File: src/rtl/coproc_pkg.sv
// Shared types and constants for the coprocessor I/O port sequencer.
// Control-word bit positions match the datapath's coprocessorIOControl decode.
package coproc_pkg;

   typedef enum logic [1:0] {
      IDLE   = 2'd0,
      HOLD   = 2'd1,
      ACCESS = 2'd2,
      RESP   = 2'd3
   } state_e;

   localparam int CP_WE   = 0;
   localparam int CP_CSR  = 3;
   localparam int CP_HOLD = 4;

   localparam int CTRL_W     = 5;
   localparam int CP_ADDR_W  = 15;
   localparam int REQ_ADDR_W = 12;
   localparam int REG_IDX_W  = 5;

endpackage

File: src/rtl/rr_arbiter2.sv
// Two-way round-robin arbiter; the pointer remembers the last granted requester.
module rr_arbiter2 (
   input  logic       clk,
   input  logic       reset,
   input  logic [1:0] req,
   input  logic       advance,
   output logic [1:0] grant
);

   logic ptr_q, ptr_d;

   always_comb begin
      grant = 2'b00;
      case (req)
         2'b01:   grant = 2'b01;
         2'b10:   grant = 2'b10;
         // On a tie the requester that did not win last time goes first
         2'b11:   grant = ptr_q ? 2'b01 : 2'b10;
         default: grant = 2'b00;
      endcase
      ptr_d = ptr_q;
      if (advance && (grant != 2'b00)) ptr_d = grant[1];
   end

   always_ff @(posedge clk) begin
      if (reset) ptr_q <= 1'b1;
      else       ptr_q <= ptr_d;
   end

endmodule

File: src/rtl/coproc_access_ctrl.sv
// Arbitrates debug-host and fault-handler register/CSR accesses onto the datapath
// coprocessor port, holding the core for exactly two cycles around each access.
module coproc_access_ctrl
   import coproc_pkg::*;
#(
   parameter int N = 64
) (
   input  logic                       clk,
   input  logic                       reset,
   input  logic [1:0]                 req_valid,
   output logic [1:0]                 req_ready,
   input  logic [1:0]                 req_write,
   input  logic [1:0]                 req_csr,
   input  logic [1:0][REQ_ADDR_W-1:0] req_addr,
   input  logic [1:0][N-1:0]          req_wdata,
   output logic [1:0]                 resp_valid,
   output logic                       resp_err,
   output logic [N-1:0]               resp_rdata,
   output logic [CP_ADDR_W-1:0]       coprocessorIOAddr,
   output logic [CTRL_W-1:0]          coprocessorIOControl,
   output logic [N-1:0]               coprocessorIODataOut,
   input  logic [N-1:0]               coprocessorIODataIn,
   output logic                       busy
);

   state_e state_q, state_d;

   logic [1:0] grant;
   logic       accept;
   logic       win;

   logic                  owner_q, owner_d;
   logic                  write_q, write_d;
   logic                  csr_q, csr_d;
   logic [REQ_ADDR_W-1:0] addr_q, addr_d;
   logic [N-1:0]          wdata_q, wdata_d;

   logic [CP_ADDR_W-1:0] cp_addr_q, cp_addr_d;
   logic [CTRL_W-1:0]    cp_ctrl_q, cp_ctrl_d;
   logic [N-1:0]         cp_dout_q, cp_dout_d;
   logic [1:0]           resp_valid_q, resp_valid_d;
   logic                 resp_err_q, resp_err_d;
   logic [N-1:0]         resp_rdata_q, resp_rdata_d;
   logic                 busy_q, busy_d;

   rr_arbiter2 u_arb (
      .clk     (clk),
      .reset   (reset),
      .req     (req_valid),
      .advance (accept),
      .grant   (grant)
   );

   assign req_ready = ((state_q == IDLE) && !reset) ? grant : 2'b00;
   assign accept    = |(req_valid & req_ready);
   assign win       = req_ready[1];

   always_comb begin
      state_d      = state_q;
      owner_d      = owner_q;
      write_d      = write_q;
      csr_d        = csr_q;
      addr_d       = addr_q;
      wdata_d      = wdata_q;
      cp_addr_d    = '0;
      cp_ctrl_d    = '0;
      cp_dout_d    = '0;
      resp_valid_d = 2'b00;
      resp_err_d   = 1'b0;
      resp_rdata_d = '0;

      // Outputs are registered, so each branch sets what the next state drives
      case (state_q)
         IDLE: begin
            if (accept) begin
               state_d            = HOLD;
               owner_d            = win;
               write_d            = req_write[win];
               csr_d              = req_csr[win];
               addr_d             = req_addr[win];
               wdata_d            = req_wdata[win];
               cp_ctrl_d[CP_HOLD] = 1'b1;
               cp_addr_d          = {{(CP_ADDR_W-REQ_ADDR_W){1'b0}}, req_addr[win]};
            end
         end
         HOLD: begin
            state_d            = ACCESS;
            cp_ctrl_d[CP_HOLD] = 1'b1;
            cp_ctrl_d[CP_CSR]  = csr_q & ~write_q;
            // CSR writes are refused: no strobe, flagged as an error in RESP
            cp_ctrl_d[CP_WE]   = write_q & ~csr_q;
            cp_addr_d          = {{(CP_ADDR_W-REQ_ADDR_W){1'b0}}, addr_q};
            cp_dout_d          = (write_q & ~csr_q) ? wdata_q : '0;
         end
         ACCESS: begin
            state_d               = RESP;
            resp_valid_d[owner_q] = 1'b1;
            resp_err_d            = write_q & csr_q;
            resp_rdata_d          = write_q ? '0 : coprocessorIODataIn;
         end
         RESP: begin
            state_d = IDLE;
         end
         default: state_d = IDLE;
      endcase

      busy_d = (state_d != IDLE);
   end

   always_ff @(posedge clk) begin
      if (reset) begin
         state_q      <= IDLE;
         cp_addr_q    <= '0;
         cp_ctrl_q    <= '0;
         cp_dout_q    <= '0;
         resp_valid_q <= 2'b00;
         resp_err_q   <= 1'b0;
         resp_rdata_q <= '0;
         busy_q       <= 1'b0;
      end else begin
         state_q      <= state_d;
         cp_addr_q    <= cp_addr_d;
         cp_ctrl_q    <= cp_ctrl_d;
         cp_dout_q    <= cp_dout_d;
         resp_valid_q <= resp_valid_d;
         resp_err_q   <= resp_err_d;
         resp_rdata_q <= resp_rdata_d;
         busy_q       <= busy_d;
      end
   end

   always_ff @(posedge clk) begin
      owner_q <= owner_d;
      write_q <= write_d;
      csr_q   <= csr_d;
      addr_q  <= addr_d;
      wdata_q <= wdata_d;
   end

   assign coprocessorIOAddr    = cp_addr_q;
   assign coprocessorIOControl = cp_ctrl_q;
   assign coprocessorIODataOut = cp_dout_q;
   assign resp_valid           = resp_valid_q;
   assign resp_err             = resp_err_q;
   assign resp_rdata           = resp_rdata_q;
   assign busy                 = busy_q;

endmodule

File: config.mk
export PLATFORM = sky130hd
export DESIGN_NAME = coproc_access_ctrl
export DESIGN_NICKNAME = d
export VERILOG_FILES = /design/src/rtl/coproc_pkg.sv /design/src/rtl/rr_arbiter2.sv /design/src/rtl/coproc_access_ctrl.sv
export SDC_FILE = /design/constraint.sdc
export NUM_CORES = 1
export LEC_CHECK = 0
export CAP_MARGIN = 15
export CORE_MARGIN = 10
export CORE_UTILIZATION = 44
export DETAILED_ROUTE_END_ITERATION = 10
export GPL_TIMING_DRIVEN = 0
export PLACE_DENSITY_LB_ADDON = 0.3
export SLEW_MARGIN = 20
export SYNTH_ARGS = -nofsm -noshare
export SYNTH_HDL_FRONTEND = slang
export SYNTH_SLANG_ARGS = --single-unit
export TNS_END_PERCENT = 10
File: constraint.sdc
create_clock -name clk -period 8.6 [get_ports clk]
set_input_delay 1.72 -clock clk [delete_from_list [all_inputs] [get_ports clk]]
set_output_delay 1.72 -clock clk [all_outputs]
set_load 0.01 [all_outputs]
## After elaboration in Yosys (flattened, before gate mapping)

Index checks and enable logic that the tools add are counted.

- Input port bits: 224
- Word-level logic and storage cells: 66
- Output and inout bits: 154
- Register bits: 234

- Bitwise logic cells: 9
- Reductions and logical operators: 13
- Equality and inequality tests: 6
- Multiplexer cells: 19
- $lt $le $gt $ge: 3

Operators by type and width:

| kind | count |
|---|---|
| 64-bit 2-to-1 mux | 2 |
| 12-bit 2-to-1 mux | 3 |
| 12-bit one-hot mux with 2 select lines | 1 |
| 2-bit == test, second input constant | 4 |
| 2-bit one-hot mux with 4 select lines | 1 |
| 1-bit 2-to-1 mux | 6 |
| 2-bit 2-to-1 mux | 3 |
| 2-bit one-hot mux with 3 select lines | 1 |
| 2-bit OR reduction | 3 |
| 3-bit OR reduction | 2 |
| 1-bit NOT | 5 |
| 2-bit by 1-bit == test with 1-bit output, second input constant | 2 |
| 1-bit by 2-bit less-than comparator with 1-bit output, second input constant | 2 |
| 2-bit nonzero test | 2 |
| 1-bit bitwise AND | 3 |
| 1-bit logical AND | 3 |
| 2-bit bitwise AND | 1 |
| 2-bit zero test | 1 |
| 1-bit one-hot mux with 2 select lines | 1 |
| 2-bit AND reduction | 1 |
| 1-bit demux with 1-bit select | 1 |
| 1-bit >= comparator, second input constant | 1 |
| 1-bit zero test | 1 |

## Logic depth before layout (Yosys ltp)

Gate-level depths: netlist of the first run.

- Depth in word-level cells: 8
- Gate-level depth with buffers: 7
- Gate-level depth less buffers: 6

## Hierarchy

From an unflattened synthesis of the first run, not the netlist that was laid out.

- Cells, all modules: 515
- Area total of the unflattened synthesis: 7,603.5 um2

By module, submodules not included:

| module | sequential area each (um2) | area an instance (um2) | times used | cells each |
|---|---|---|---|---|
| coproc_access_ctrl | 5,355.1 | 7,542.2 | 1 | 508 |
| rr_arbiter2 | 20.0 | 61.3 | 1 | 7 |

## Worst setup path after synthesis of the first run

No wires, ideal clock.

- Path kind: input-to-reg
- From: input reset
- To: register addr_q[0], enable pin
- Arrival: 3,668 ps
- Cell stages on the path: 4
- Slack: 4,499 ps
- Cell sequence: nor2b_4 -> o21ai_2 -> buf_2 -> inv_1

- Word-level cells in the longest chain between the ends: 6

RTL lines:

| element | line | RTL |
|---|---|---|
| start: declaration | coproc_access_ctrl.sv:9 | `input logic reset,` |
| 1-bit zero test | coproc_access_ctrl.sv:54 | `assign req_ready = ((state_q == IDLE) && !reset) ? grant : 2'b00;` |
| 1-bit logical AND | coproc_access_ctrl.sv:54 |  |
| 2-bit 2-to-1 mux | coproc_access_ctrl.sv:54 |  |
| 2-bit bitwise AND | coproc_access_ctrl.sv:55 | `assign accept = \|(req_valid & req_ready);` |
| 2-bit OR reduction | coproc_access_ctrl.sv:55 |  |
| 2-bit AND reduction (no source line) | n/a |  |
| end signal: assignment | coproc_access_ctrl.sv:136 | `addr_q <= addr_d;` |
| end: declaration | coproc_access_ctrl.sv:35 | `logic [REQ_ADDR_W-1:0] addr_q, addr_d;` |

No other way between the ends.
A chain may end at the register's enable or synchronous reset.

## Worst setup path after layout of the first run

- From: input req_valid[1]
- To: output req_ready[1]

- Word-level cells in the longest chain between the ends: 3
- Elaborated cells between the ends (all ways): 5

RTL lines:

| element | line | RTL |
|---|---|---|
| start: declaration | coproc_access_ctrl.sv:10 | `input logic [1:0] req_valid,` |
| 2-bit == test / 2-bit by 1-bit == test with 1-bit output (equally long branches) | rr_arbiter2.sv:14 | `case (req)` |
| 2-bit one-hot mux with 3 select lines (*) | rr_arbiter2.sv:14 |  |
| 2-bit 2-to-1 mux (*) | coproc_access_ctrl.sv:54 |  |
| end: declaration | coproc_access_ctrl.sv:11 | `output logic [1:0] req_ready,` |

Every way passes the cells marked *; elsewhere a longest branch is shown, timed or not.

==> results.py, run 1 <==
metrics = {
    "status": {
        "status": "complete, no violations",
    },
    "die": {
        "initial_core_util": 0.445,
        "pin_count": 378,
        "fp.dieH_microns": 155,
        "die-area_sq_um": 23900,
        "die_w_microns": 155,
        "num_rows": 49,
        "core-area_sq_um": 17900,
    },
    "timing": {
        "fin_tns_setup_ns": 0,
        "finalCritPeriodShare": 0.616,
        "finalSetupViolations": 0,
        "min_period_ns": 5.30,
        "max_freq_mhz": 189,
        "finalHoldViolations": 0,
        "rsz0062_at_grt": "false",
        "tightest_slew_ns": 0.532,
        "slew_headroom": 0.645,
        "drv_slew": 0,
        "finalClockSkew_ns": 0.00538,
        "final.setup.worst_slack_ns": 3.30,
    },
    "power_and_ir_drop": {
        "peakVddDrop_uv": 167,
        "powerDensity_nw_per_um2": 224,
        "cellLeakagePower_nw": 4.98,
    },
    "logic_synthesis": {
        "yosysMostFrequentCell": "dfxtp_1",
        "synth-seq-cells": 229,
        "synth_fa_ha_area_frac": 0.00471,
        "synth-xor-area-share": 0,
        "synthSimpleGateAreaFrac": 0.126,
        "synth.distinct_cells": 33,
        "synth_edf_count": 79,
        "synth_top_family_by_area": "multiplexers",
        "synth_area_per_cell_sq_um": 14.6,
        "synthTopCellsByArea": "dfxtp_1 (38%), edfxtp_1 (30%), and2_1 (10%)",
        "seq_area_frac_synth": 0.675,
        "synth_compound_area_frac": 0.0333,
        "synth_top_cell_area_share": 0.377,
        "async_reset_ff_frac": 0,
        "synth_common_cells": "dfxtp_1 (150), and2_1 (128), edfxtp_1 (79)",
        "synth.mux.area_fraction": 0.129,
        "synth-main-ff-cell": "dfxtp_1",
        "netlist_area_sq_um": 7960,
        "synth_warnings": 0,
        "synthCells": 547,
        "yosys.area.top_type": "dfxtp_1",
    },
    "setup_path": {
        "worstPathArrival_ns": 3.58,
        "criticalPathCategory": "input pin to output port",
        "critPathRequiredTime_ns": 6.88,
        "cp_max_fo": 11,
        "critPathLaunchType": "input pin",
        "critPathCaptureType": "output port",
    },
    "job": {
        "cap_violations": 0,
    },
    "hold_path": {
        "holdCritPathClass": "flip-flop to flip-flop",
    },
    "clock_tree": {
        "htreeDepth": 1,
        "cts_buffer_depth": 3,
        "cts_setup_buffers": 0,
        "clk_transition_reported_paths_ns": 0.06,
        "cts.repair.resized": 0,
        "cts_hold_buf": 0,
        "clock-sinks": 229,
        "cts_root_buffer": "clkbuf_16",
        "clock_latency_ns": 0.49,
        "cts_buffers": 23,
        "cts_tree": "done",
    },
    "finish": {
        "synthToLayoutAreaGrowth_pct": 60.0,
        "final_net_count": 1176,
        "antennaDiodeCount": 0,
        "final_layout_size_suffix_gt1_frac": 0.151,
    },
    "route": {
        "drc_errors": 0,
        "via_per_inst": 4.59,
        "drt-total-wl_mm": 23.9,
        "vias": 5484,
        "wl_per_cell_microns": 20.0,
        "drtIter0Drc": 177,
        "postRouteAntennaNets": 0,
        "dr.pass1.iters": 4,
    },
    "place": {
        "port_buffers": 372,
        "dp.final_hpwl_mm": 19.1,
        "dp_slack_ns": 3.31,
        "place_congestion": 0.764,
    },
    "grt": {
        "grt_pass1_vias": 5688,
        "track_usage": 0.191,
        "gr-total-overflow": 0,
        "grt_max_degree": 61,
        "antenna_found_initial": 0,
        "grt_pass1_wl_mm": 35.2,
    },
}
## area by class of cell
class / instances / area (sq um)
well taps: 229 / 287
plain buffers: 31 / 226
fillers: 1240 / 5160
clock buffers: 32 / 681
clock inverters: 9 / 41.3
multi-input cells: 286 / 2360
inverters: 5 / 21.3
flip-flops and latches: 229 / 5380
repair buffers: 373 / 3750
## metal layers
metal,track usage,share of wire,vias to the layer above
met3,0.0704,0.092,26
met2,0.356,0.54,231
met5,0,0,-
li1,-,-,2654
met1,0.197,0.35,2573
met4,0.0454,0.016,0
## state kept, by name (all words and copies together), names as in the netlist, 2 cells and up
signal and flops:
addr_q 12, coprocessorIOAddr 12, coprocessorIOControl 3, coprocessorIODataOut 64
resp_rdata 64, resp_valid 2, state_q 2, wdata_q 64
## cell usage in the layout (no fill, tap or decap), types with 6 or more instances in the layout
cell	netlist	layout
mux2_2	38	38
clkdlybuf4s50_1	0	372
edfxtp_1	79	79
clkbuf_1	8	11
nand2_1	26	26
a21boi_0	12	12
clkbuf_16	0	24
clkinv_2	0	6
buf_6	11	11
and2_1	128	128
a221oi_1	12	12
dfxtp_1	150	150
mux2_4	40	40
## final timing paths
kind                startpoint  slack [ns]             to  depth (start not counted)
setup reg to reg    state_q[0]        6.34    wdata_q[18]                          7
hold / removal         owner_q        0.43  resp_valid[0]                          1
hold reg to reg        owner_q        0.43  resp_valid[0]                          1
setup / recovery  req_valid[1]        3.30   req_ready[1]                          6
## power by group
group | total [W] | leakage (nW) | switching [W] | internal (W)
clock | 0.000939 | 0.363 | 0.000389 | 0.000550
combinational | 0.000597 | 2.66 | 0.000271 | 0.000326
sequential | 0.00131 | 1.95 | 0.0000301 | 0.00128
## critical path, stage by stage
cell             delay [ns]
clkdlybuf4s50_1        0.52
a21boi_4               0.26
nand2_2                0.12
inv_1                  0.20
buf_6                  0.20
clkdlybuf4s50_1        0.56
## stage by stage
stage                     hold slack (ns)  area, sq um  power [W]  std cells   util
final                               0.431        12700    0.00285       1194  0.712
after global routing                0.450        12700    0.00298       1194  0.712
after CTS                           0.433        12700    0.00288       1194  0.712
after detailed placement            0.424        12000    0.00194       1153  0.671
after global placement              0.420        12000    0.00192       1152  0.670
after floorplan                     0.411         7980    0.00164        551      -
## logic make-up (layout without fill, tap and decap cells)
| family | Yosys count | after routing |
|---|---|---|
| adders and majority gates | 3 | 3 |
| and+or+nand+nor | 169 | 169 |
| other | 1 | 5 |
| muxes | 78 | 78 |
| DFF | 229 | 229 |
| buffers and inverters | 36 | 450 |
| AOI/OAI and AO/OA | 31 | 31 |
(Power assumes the default switching activity.)
==> inputs of run 2 (changes only) <==
CORE_UTILIZATION = 37   (was 44)
clock period = 4.4 ns   (was 8.6 ns; I/O delays follow)
==> run 2 against run 1 <==
  * Critical path type unchanged
  * Clock-buffer cell count up 8
  * Combinational power up 94%
  * Critical endpoint unchanged
  * Global-route usage down 3.1 points
  * First-iteration DRC count up 5.1%
  * Register-to-register slack worse by 4.3 ns
  * Largest power group unchanged
  * Worst hold slack better by 0.0057 ns
==> results.py, run 2 (same netlist as run 1, synthesis figures left out) <==
metrics = {
    "place": {
        "port_buffers": 372,
        "dp.final_hpwl_mm": 18.8,
        "dpl-instance-area_sq_um": 12100,
        "dp_slack_ns": 0.740,
        "place_congestion": 0.765,
    },
    "grt": {
        "track_usage": 0.160,
        "antenna_found_initial": 0,
        "gr-total-overflow": 0,
        "grt_pass1_vias": 5826,
        "grt_max_degree": 50,
        "grt_pass1_wl_mm": 35.0,
    },
    "setup_path": {
        "cp_max_fo": 11,
        "crit_top_cell": "clkdlybuf4s50_1",
        "timing.rr.start": "state_q[0]",
        "critPathRequiredTime_ns": 3.52,
        "rr_endpoint": "wdata_q[8]",
        "critPathLaunchType": "input pin",
        "critPathCaptureType": "output port",
        "r2r_setup_slack_ns": 2.08,
        "max_stage_delay_ns": 0.56,
        "criticalPathCategory": "input pin to output port",
        "worstPathArrival_ns": 2.74,
        "slowest_stage": "clkdlybuf4s50_1",
        "crit_chain": "clkdlybuf4s50_1 -> a21boi_4 -> nand2_2 -> inv_1 -> buf_6 -> clkdlybuf4s50_1",
        "worst_r2r_path_depth": 7,
    },
    "clock_tree": {
        "cts_buffers": 24,
        "cts_tree": "done",
        "cts_root_buffer": "clkbuf_16",
        "clock_latency_ns": 0.50,
        "cts_hold_buf": 0,
        "cts_buffer_depth": 3,
        "cts.repair.resized": 0,
        "htreeDepth": 1,
        "clk_transition_reported_paths_ns": 0.06,
        "clock-sinks": 229,
        "cts_setup_buffers": 0,
    },
    "power_and_ir_drop": {
        "p_int_w": 0.00434,
        "power_w": 0.00569,
        "power_switching_w": 0.00136,
        "combPwrFrac": 0.204,
        "power_frac_clock": 0.345,
        "peakVddDrop_uv": 262,
        "cellLeakagePower_nw": 5.01,
        "powerDensity_nw_per_um2": 442,
        "pwr-share-seq": 0.451,
        "switching_share": 0.238,
    },
    "finish": {
        "antennaDiodeCount": 0,
        "final_layout_size_suffix_gt1_frac": 0.152,
        "n_fill_cell": 1721,
        "final_common_cell": "clkdlybuf4s50_1",
        "register_area_sq_um": 5380,
        "multi_input_area_sq_um": 2360,
        "final_net_count": 1177,
        "mostFrequentLayoutCells": "clkdlybuf4s50_1 (372), dfxtp_1 (150), and2_1 (128)",
        "design_area_sq_um": 12900,
        "synthToLayoutAreaGrowth_pct": 61.6,
    },
    "timing": {
        "min_period_ns": 3.62,
        "finalHoldViolations": 0,
        "rsz0062_at_grt": "false",
        "slew_headroom": 0.663,
        "tightest_slew_ns": 0.506,
        "final.setup.worst_slack_ns": 0.782,
        "finalClockSkew_ns": 0.0104,
        "drv_slew": 0,
        "finalCritPeriodShare": 0.822,
        "max_freq_mhz": 276,
        "hold_slack_ns": 0.437,
        "finalSetupViolations": 0,
    },
    "die": {
        "pin_count": 378,
        "core-area_sq_um": 21100,
        "fp.dieH_microns": 167,
        "num_rows": 53,
        "initial_core_util": 0.378,
        "die-area_sq_um": 27800,
        "die_w_microns": 167,
    },
    "hold_path": {
        "worstHoldPathCells": 1,
        "holdCritStartpoint": "wdata_q[11]",
        "holdCritPathClass": "flip-flop to flip-flop",
        "hold_end": "coprocessorIODataOut[11]",
    },
    "route": {
        "postRouteAntennaNets": 0,
        "via_per_inst": 4.38,
        "drt-total-wl_mm": 23.3,
        "drc_errors": 0,
        "vias": 5437,
        "wl_per_cell_microns": 18.8,
        "dr.pass1.iters": 4,
        "drtIter0Drc": 186,
    },
    "job": {
        "cap_violations": 0,
    },
    "status": {
        "status": "complete, no violations",
    },
}
[run 2: stage by stage]
stage,utilization,cells,TNS [ns]
floorplan,-,551,0
global placement,0.571,1198,-33.64
detailed placement,0.573,1199,0
CTS,0.610,1242,0
global route,0.610,1242,0
finish,0.610,1242,0
[run 2: layer usage]
layer	routed length (microns)	up-vias	global-route usage
met5	0	-	0
met4	443	0	0.0420
met3	2260	32	0.0638
met2	12300	236	0.297
met1	8270	2511	0.163
li1	-	2658	-
[run 2: critical path, delay by kind of cell]
family	cells	cell delay, ns
buf+inv	4	1.47
simple gates	1	0.12
compound gates	1	0.26
[run 2: worst max path at each step]
stage | from | to
detailed placement | req_valid[1] | req_ready[1]
CTS | req_valid[1] | req_ready[1]
global placement | reset | wdata_q[26]
finish | req_valid[1] | req_ready[1]
floorplan | reset | addr_q[0]
global route | reset | req_ready[0]
[run 2: layout make-up]
type | count | share of cell area
sequential | 229 | 0.418
timing repair buffer | 373 | 0.292
multi-input combinational | 286 | 0.183
clock buffer | 40 | 0.0601
tap | 275 | 0.0267
buffer | 31 | 0.0176
inverter | 5 | 0.00165
clock inverter | 3 | 0.00126
[run 2: power groups by stage]
stage / logic [W] / registers (W) / clock network [W]
2_1_floorplan: 0.000541 / 0.00266 / 0
3_3_place_gp: 0.00114 / 0.00263 / 0
3_5_place_dp: 0.00118 / 0.00261 / 0
4_1_cts: 0.00119 / 0.00257 / 0.00202
5_1_grt: 0.00126 / 0.00259 / 0.00211
6_report: 0.00116 / 0.00257 / 0.00197
==> inputs of run 3 (changes only) <==
clock period = 3 ns   (was 4.4 ns; I/O delays follow)
==> run 3 against run 2 <==
  * Combinational power up 49%
  * Global-route usage up 0.21 points
  * Worst setup slack worse by 0.55 ns
  * Worst hold slack lost 0.0078 ns
  * Largest cell class unchanged
  * First-iteration DRC count increased by 17%
  * Non-clock buffer count is 1 higher
  * Clock skew increased by 0.0034 ns
  * Critical path depth down 1
  * Register-to-register slack got worse by 1.6 ns
  * Wire length increased by 1.1%
  * Core utilization down 0.15 points
  * Flip-flop and latch count did not move
==> results.py, run 3 (same netlist as run 1, synthesis figures left out) <==
metrics = {
    "status": {
        "status": "complete, no violations",
    },
    "setup_path": {
        "worst_r2r_path_depth": 7,
        "max_stage_delay_ns": 0.49,
        "slowest_stage": "clkdlybuf4s50_1",
        "critPathRequiredTime_ns": 2.40,
        "critPathLaunchType": "input pin",
        "rr_endpoint": "wdata_q[7]",
        "criticalPathCategory": "input pin to output port",
        "path_delay_family": "buffers and inverters",
        "worstPathArrival_ns": 2.17,
        "r2r_setup_slack_ns": 0.53,
        "timing.critical_path.buf_inv": 3,
        "cp_max_fo": 10,
        "timing.rr.start": "state_q[0]",
        "critPathCaptureType": "output port",
        "crit_chain": "clkdlybuf4s50_1 -> o21ai_2 -> buf_4 -> nor2_1 -> dlygate4sd2_1",
    },
    "power_and_ir_drop": {
        "p_int_w": 0.00625,
        "peakVddDrop_uv": 388,
        "pwr-share-seq": 0.455,
        "cellLeakagePower_nw": 4.99,
        "powerDensity_nw_per_um2": 645,
        "combPwrFrac": 0.209,
        "power_switching_w": 0.00203,
        "power_frac_clock": 0.336,
        "switching_share": 0.245,
    },
    "die": {
        "pin_count": 378,
        "die-area_sq_um": 27800,
        "fp.dieH_microns": 167,
        "num_rows": 53,
        "core-area_sq_um": 21100,
        "die_w_microns": 167,
        "initial_core_util": 0.378,
    },
    "finish": {
        "final_common_cell": "clkdlybuf4s50_1",
        "fin_cells": 1244,
        "design_area_sq_um": 12800,
        "final_net_count": 1178,
        "final_core_util": 0.609,
        "synthToLayoutAreaGrowth_pct": 61.2,
        "final_layout_size_suffix_gt1_frac": 0.152,
        "n_fill_cell": 1658,
        "antennaDiodeCount": 0,
        "mostFrequentLayoutCells": "clkdlybuf4s50_1 (370), dfxtp_1 (150), and2_1 (128)",
    },
    "hold_path": {
        "hold_end": "resp_valid[0]",
        "holdCritStartpoint": "owner_q",
        "worstHoldPathCells": 1,
        "holdCritPathClass": "flip-flop to flip-flop",
    },
    "route": {
        "wl_per_cell_microns": 18.9,
        "drtIter0Drc": 218,
        "drc_errors": 0,
        "drt-total-wl_mm": 23.6,
        "postRouteAntennaNets": 0,
        "vias": 5475,
        "dr.pass1.iters": 4,
        "via_per_inst": 4.40,
    },
    "place": {
        "dpl-instance-area_sq_um": 12100,
        "dp.final_hpwl_mm": 18.9,
        "placed_cells": 1200,
        "place_congestion": 0.803,
        "port_buffers": 372,
    },
    "timing": {
        "drv_slew": 0,
        "finalCritPeriodShare": 0.922,
        "min_period_ns": 2.77,
        "rsz0062_at_grt": "false",
        "tightest_slew_ns": 0.570,
        "fin_tns_setup_ns": 0,
        "max_freq_mhz": 361,
        "hold_slack_ns": 0.429,
        "finalHoldViolations": 0,
        "finalSetupViolations": 0,
        "finalClockSkew_ns": 0.0138,
        "slew_headroom": 0.619,
    },
    "clock_tree": {
        "cts.repair.resized": 5,
        "cts_hold_buf": 0,
        "cts_tree": "done",
        "cts_root_buffer": "clkbuf_16",
        "htreeDepth": 1,
        "clock_latency_ns": 0.51,
        "clk_transition_reported_paths_ns": 0.06,
        "cts_buffers": 24,
        "cts_setup_buffers": 0,
        "clock-sinks": 229,
        "cts_buffer_depth": 3,
    },
    "grt": {
        "track_usage": 0.162,
        "grt_max_degree": 35,
        "antenna_found_initial": 0,
        "grt_pass1_vias": 5873,
        "grt_pass1_wl_mm": 35.8,
        "gr-total-overflow": 0,
    },
    "job": {
        "cap_violations": 0,
    },
}
## run 3: worst max path at each step
stage | from | endpoint | slack, ns | depth (start not counted)
after floorplan | state_q[0] | addr_q[0] | 0.29 | 6
after global placement | reset | wdata_q[21] | -1.11 | 5
after detailed placement | req_valid[0] | wdata_q[11] | -0.14 | 5
after CTS | req_valid[0] | req_ready[0] | 0.23 | 5
after global routing | state_q[0] | req_ready[0] | 0.12 | 7
final | req_valid[0] | req_ready[0] | 0.23 | 5
## run 3: worst reg2reg max path: stages (launching register included)
cell,delay [ns]
dfxtp_1,0.36
inv_1,0.09
ha_2,0.23
nor2b_4,0.14
o21ai_2,0.20
buf_4,0.29
clkinvlp_4,0.50
buf_12,0.40
## run 3: per-layer routing
metal	global-route usage	up-vias	wire [microns]
met5	0	-	0
li1	-	2662	-
met4	0.0397	0	377
met3	0.0612	30	2100
met1	0.168	2542	8640
met2	0.302	241	12400
## run 3: final cells by class
cell class,count,area [sq um],share of cell area
tap,275,344,0.0268
inverter,5,22.5,0.00176
sequential,229,5380,0.419
clock buffer,37,669,0.0522
multi-input combinational,286,2360,0.184
timing repair buffer,374,3760,0.293
clock inverter,7,71.3,0.00556
buffer,31,229,0.0178
## run 3: power groups by stage
stage          Combinational [W]  Clock, W  Sequential (W)
2_1_floorplan           0.000797         0         0.00390
3_3_place_gp             0.00168         0         0.00384
3_5_place_dp             0.00175         0         0.00384
4_1_cts                  0.00176   0.00286         0.00377
5_1_grt                  0.00187   0.00299         0.00380
6_report                 0.00173   0.00278         0.00377
## run 3: metrics by stage
step                      total power, W  setup slack, ns
after detailed placement         0.00558           -0.137
after CTS                        0.00839            0.230
final                            0.00828            0.234
after global placement           0.00552            -1.11
after global routing             0.00866            0.122
after floorplan                  0.00470            0.290
